## config.mk

```make
export PLATFORM = sky130hd
export DESIGN_NAME = fifo_reader
export DESIGN_NICKNAME = d
export VERILOG_FILES = /design/src/rtl/fifo_reader.sv
export SDC_FILE = /design/constraint.sdc
export NUM_CORES = 1
export LEC_CHECK = 0
export ABC_AREA = 0
export BUFFER_PORTS_ARGS = -buffer_cell sky130_fd_sc_hd__buf_2
export CAP_MARGIN = 5
export CELL_PAD_IN_SITES_DETAIL_PLACEMENT = 1
export CELL_PAD_IN_SITES_GLOBAL_PLACEMENT = 2
export CORE_ASPECT_RATIO = 0.75
export CORE_MARGIN = 2
export CORE_UTILIZATION = 24
export CTS_CLUSTER_DIAMETER = 60
export CTS_CLUSTER_SIZE = 24
export DETAILED_ROUTE_END_ITERATION = 12
export PLACE_DENSITY_LB_ADDON = 0.25
export SLEW_MARGIN = 20
export SYNTH_ARGS = -nofsm -noshare
export SYNTH_HDL_FRONTEND = slang
export SYNTH_SLANG_ARGS = --single-unit
```

## constraint.sdc

```tcl
create_clock -name CLK -period 2.6 [get_ports CLK]
set_input_delay 0.13 -clock CLK [delete_from_list [all_inputs] [get_ports CLK]]
set_output_delay 0.13 -clock CLK [all_outputs]
set_load 0.02 [all_outputs]
```

## src/rtl/fifo_reader.sv

```systemverilog
// Read-side controller for the single-port-access FIFO: issues read strobes,
// captures registered read data into a 2-entry skid buffer and streams it out.
module fifo_reader #(
  parameter int DATA_WIDTH   = 8,
  parameter int STARVE_LIMIT = 8,
  parameter int CNT_WIDTH    = 16
) (
  input  logic                  CLK,
  input  logic                  RST_N,
  input  logic                  ENABLE,
  input  logic                  FIFO_EMPTY,
  input  logic                  FIFO_WR_EN,
  input  logic [DATA_WIDTH-1:0] FIFO_DOUT,
  output logic                  FIFO_RD_EN,
  output logic                  WR_HOLD,
  output logic                  M_VALID,
  output logic [DATA_WIDTH-1:0] M_DATA,
  input  logic                  M_READY,
  output logic                  BUSY,
  output logic [CNT_WIDTH-1:0]  XFER_COUNT
);

  localparam int BLK_W = 8;
  localparam logic [BLK_W-1:0] BLK_MAX = BLK_W'(STARVE_LIMIT);

  logic [1:0]            occ, occ_next;
  logic                  pend;
  logic [DATA_WIDTH-1:0] buf0, buf1, buf0_next, buf1_next;
  logic [BLK_W-1:0]      blk_cnt, blk_next;
  logic                  hold_next;
  logic [CNT_WIDTH-1:0]  xfer_cnt;
  logic [2:0]            committed;
  logic                  pop, want, rd_en, blocked;

  assign M_VALID    = (occ != 2'd0);
  assign M_DATA     = buf0;
  assign BUSY       = pend || (occ != 2'd0);
  assign XFER_COUNT = xfer_cnt;
  assign FIFO_RD_EN = rd_en;

  // Words already owed to the buffer (held + in flight) after this cycle's pop.
  always_comb begin
    pop       = M_VALID && M_READY;
    committed = {1'b0, occ} + {2'b00, pend} - {2'b00, pop};
    want      = ENABLE && !FIFO_EMPTY && (committed < 3'd2);
    rd_en     = want && !FIFO_WR_EN && RST_N;
    blocked   = want && FIFO_WR_EN;
  end

  // Shift on pop, then append the in-flight word at the new tail.
  // buf1 is kept at zero whenever it is unoccupied so a shift clears the head.
  always_comb begin
    buf0_next = buf0;
    buf1_next = buf1;
    occ_next  = occ;
    if (pop) begin
      buf0_next = buf1;
      buf1_next = '0;
      occ_next  = occ - 2'd1;
    end
    if (pend) begin
      if (occ_next == 2'd0) begin
        buf0_next = FIFO_DOUT;
      end else begin
        buf1_next = FIFO_DOUT;
      end
      occ_next = occ_next + 2'd1;
    end
  end

  always_comb begin
    blk_next  = '0;
    hold_next = WR_HOLD;
    if (blocked) begin
      blk_next = (blk_cnt >= BLK_MAX) ? BLK_MAX : blk_cnt + 8'd1;
    end
    if (!ENABLE || rd_en) begin
      hold_next = 1'b0;
    end else if (blocked && (blk_next == BLK_MAX)) begin
      hold_next = 1'b1;
    end
  end

  always_ff @(posedge CLK or negedge RST_N) begin
    if (!RST_N) begin
      occ      <= 2'd0;
      pend     <= 1'b0;
      buf0     <= '0;
      buf1     <= '0;
      blk_cnt  <= '0;
      WR_HOLD  <= 1'b0;
      xfer_cnt <= '0;
    end else begin
      occ      <= occ_next;
      pend     <= rd_en;
      buf0     <= buf0_next;
      buf1     <= buf1_next;
      blk_cnt  <= blk_next;
      WR_HOLD  <= hold_next;
      if (pop) begin
        xfer_cnt <= xfer_cnt + 1'b1;
      end
    end
  end

endmodule
```

==> impl_metrics.csv <==
group,metric,value,unit
placement,gp_congestion,0.702,
clocking,cts_tree,"done",
routing,ant_nets,0,
finish,n_antenna_cell,0,
synth,synth_edf_count,0,
placement,dp_slack,29.4,ps
finish,regArea,1100,sq um
sta,slew_headroom,60.2,%
sta,tns,0,ps
worst_setup_path,critical-path-top-delay-family,"simple AND/OR/NAND/NOR gates",
synth,yosysMostFrequentCell,"dfrtp_1",
routing,post_drt_wl_per_cell,13.7,um
sta,finalSetupViolCount,0,
finish,layout-drive-gt1-share,30.9,%
worst_setup_path,r2r_slack,160,ps
pwr,peakVddDrop,335,uV
sta,hold_slack,68.1,ps
synth,syn_inst,173,
placement,io_buffers,41,
worst_setup_path,endpoint_kind,"output pin",
synth,yosysTopAreaCell,"dfrtp_1",
die,row_count,28,
placement,dp.cells,323,
routing,drc,0,
sta,finalCriticalPeriod,2510,ps
worst_setup_path,cp-start-kind,"register",
die,fp.dieH,82.2,um
clocking,clk_path_buf_depth,2,
global_routing,antenna_found_initial,0,
synth,syn_area,1960,sq um
sta,worst_pin_slew,596,ps
global_routing,grt_max_degree,45,
job,drv_cap,0,
die,die_width,108,um
die,io_pins,42,
worst_setup_path,reg2reg_depth,10,
die,initial_core_util,24.7,%
worst_setup_path,max_stage_delay,520,ps
clocking,clk_pin_slew_worst_paths,80,ps
clocking,htreeDepth,2,
routing,via_per_inst,4.21,
routing,dr.pass1.iters,4,
synth,ys_async_sr_fraction,100,%
clocking,clock_sinks,44,
synth,synthTopCellsByArea,"dfrtp_1 (56%), xnor2_1 (6.3%), mux2i_1 (4.6%)",
worst_setup_path,slowest_stage,"fa_2",
worst_setup_path,crit_chain,"inv_2 > ha_4 > nor2b_4 > xnor2_2 > nand2b_4 > fa_2 > nand2_2 > nor3_4 > and3b_2 > buf_6",
synth,ys_seq_area_share,56.3,%
worst_setup_path,worstPathArrival,2380,ps
worst_hold_path,whs_path_depth,3,
clocking,root_buffer,"clkbuf_8",
finish,nNetsFinal,250,
sta,period_share,96.5,%
finish,multi_input_area,860,sq um
clocking,cts_buffers,5,
finish,fin_util,31.7,%
routing,dr_total_vias,1411,
global_routing,grt_overflow,0,
synth,ys_ff_latch,44,
finish,area_growth,28.1,%
finish,final_cells,335,
sta,finalHoldViolCount,0,
global_routing,grt_pass1_wl,7.60,mm
pwr,power.leakage,1.28,nW
pwr,cellPowerDensity,842,nW/um^2
synth,yosys_most_used_dff,"dfrtp_1",
outcome,status,"completed",
worst_setup_path,worst-path-stages,10,
worst_setup_path,critical_path_buf_inv_count,2,
sta,drv_slew,0,
worst_setup_path,worst_ep_required_time,2470,ps
synth,synth_commonest_cells,"dfrtp_1 (44), nand2_1 (21), xnor2_1 (14)",
worst_setup_path,crit_type,"reg2out",
global_routing,grt_use_total,11.1,%
die,core,7920,sq um
die,die_area,8900,sq um
synth,yosysUniqueCellTypes,32,
synth,synth.avg_cell_area,11.3,sq um
worst_hold_path,hp-class,"in2reg",
synth,synth_top_area_share,56.3,%
routing,drtIter0Drc,39,
finish,fillers,920,
sta,fin_ws,90.5,ps
sta,rsz0062_at_grt,"true",
worst_setup_path,crit_fanout,4,
global_routing,first_global_vias,1481,
routing,wl,4.58,mm
synth,yosysWarnings,0,
sta,clock_skew,4.03,ps
clocking,clock_latency,280,ps
sta,fmax,398,MHz
placement,dp_hpwl,3.24,mm
-- metrics by stage --
stage          instance area (sq um)  total power [mW]
6_report                        2510              2.11
5_1_grt                         2510              2.29
4_1_cts                         2450              2.10
3_5_place_dp                    2350              1.65
3_3_place_gp                    2350              1.64
2_1_floorplan                   2000              1.40
-- logic make-up (layout without fill, tap and decap cells) --
group	count (synthesis)	in the layout	synth area share (%)
other	1	4	0.192
buffers and inverters	15	69	3.07
AOI/OAI and AO/OA	20	20	7.16
xor gates and xnor gates	20	20	8.95
and+or+nand+nor	58	58	15.5
DFF	44	44	56.3
muxes	9	9	4.60
adders and majority gates	6	6	4.22
-- power breakdown --
part / total [mW] / internal (mW) / switching, mW
clock: 0.409 / 0.183 / 0.226
sequential: 0.898 / 0.795 / 0.104
combinational: 0.805 / 0.347 / 0.457
-- state kept, by name, summed over array words and instances, names as in the netlist --
name        flops
buf1            8
M_DATA          8
WR_HOLD         1
occ             2
pend            1
blk_cnt         8
XFER_COUNT     16
-- final timing paths --
kind	start	endpoint
setup / recovery	occ[1]	FIFO_RD_EN
hold / removal	FIFO_DOUT[5]	M_DATA[5]
setup reg to reg	occ[1]	WR_HOLD
hold reg to reg	XFER_COUNT[15]	XFER_COUNT[15]
max in group asynchronous	RST_N	XFER_COUNT[2]
min in group asynchronous	RST_N	M_DATA[1]
-- worst reg2reg max path: cells and delay by family (launching register included) --
family                     cells  cell delay (ps)
and+or+nand+nor                4              750
adders and majority gates      2              680
DFF                            1              400
AOI/OAI and AO/OA              2              330
xor gates and xnor gates       1              130
buffers and inverters          1               80
-- cell usage in the layout, fill, tap and decap left out, types with 2 or more instances in the layout --
| master | Yosys | layout |
|---|---|---|
| mux2i_1 | 9 | 9 |
| nor3_1 | 3 | 2 |
| nand3_1 | 6 | 6 |
| clkbuf_8 | 0 | 5 |
| dfrtp_1 | 44 | 44 |
| nand2b_1 | 3 | 2 |
| inv_1 | 9 | 8 |
| nor2_1 | 9 | 9 |
| and4_1 | 2 | 2 |
| and3_1 | 3 | 3 |
| xnor2_1 | 14 | 13 |
| o21ai_0 | 8 | 8 |
| xor2_1 | 6 | 6 |
| buf_2 | 3 | 40 |
| a21oi_1 | 2 | 2 |
| buf_4 | 0 | 11 |
| a22o_1 | 8 | 8 |
| ha_1 | 5 | 4 |
| conb_1 | 1 | 4 |
| nand2_1 | 21 | 20 |
-- routing by layer --
layer / global-route usage, % / share of wire, % / vias up
li1: - / - / 686
met5: 0 / 0 / -
met2: 16.7 / 43 / 24
met4: 2.31 / 0.63 / 0
met1: 15.9 / 52 / 697
met3: 3.14 / 4.3 / 4
-- layout make-up --
type,count,share of cell area (%)
flip-flops and latches,44,43.9
multi-input cells,117,34.3
repair buffers,53,12.1
well taps,105,5.24
clock buffers,6,2.89
inverters,9,1.35
clock inverters,1,0.200
-- timing repair --
item | 4_1_cts | 5_1_grt
endpoints found under the hold margin | 13 | 0
buffers inserted | 0 | 4
endpoints found under the setup margin | 1 | 2
resized for setup | 5 | 5
hold buffers | 1 | 0
pin swaps | 0 | 3
No activity file was read; power rests on OpenSTA's default activity.
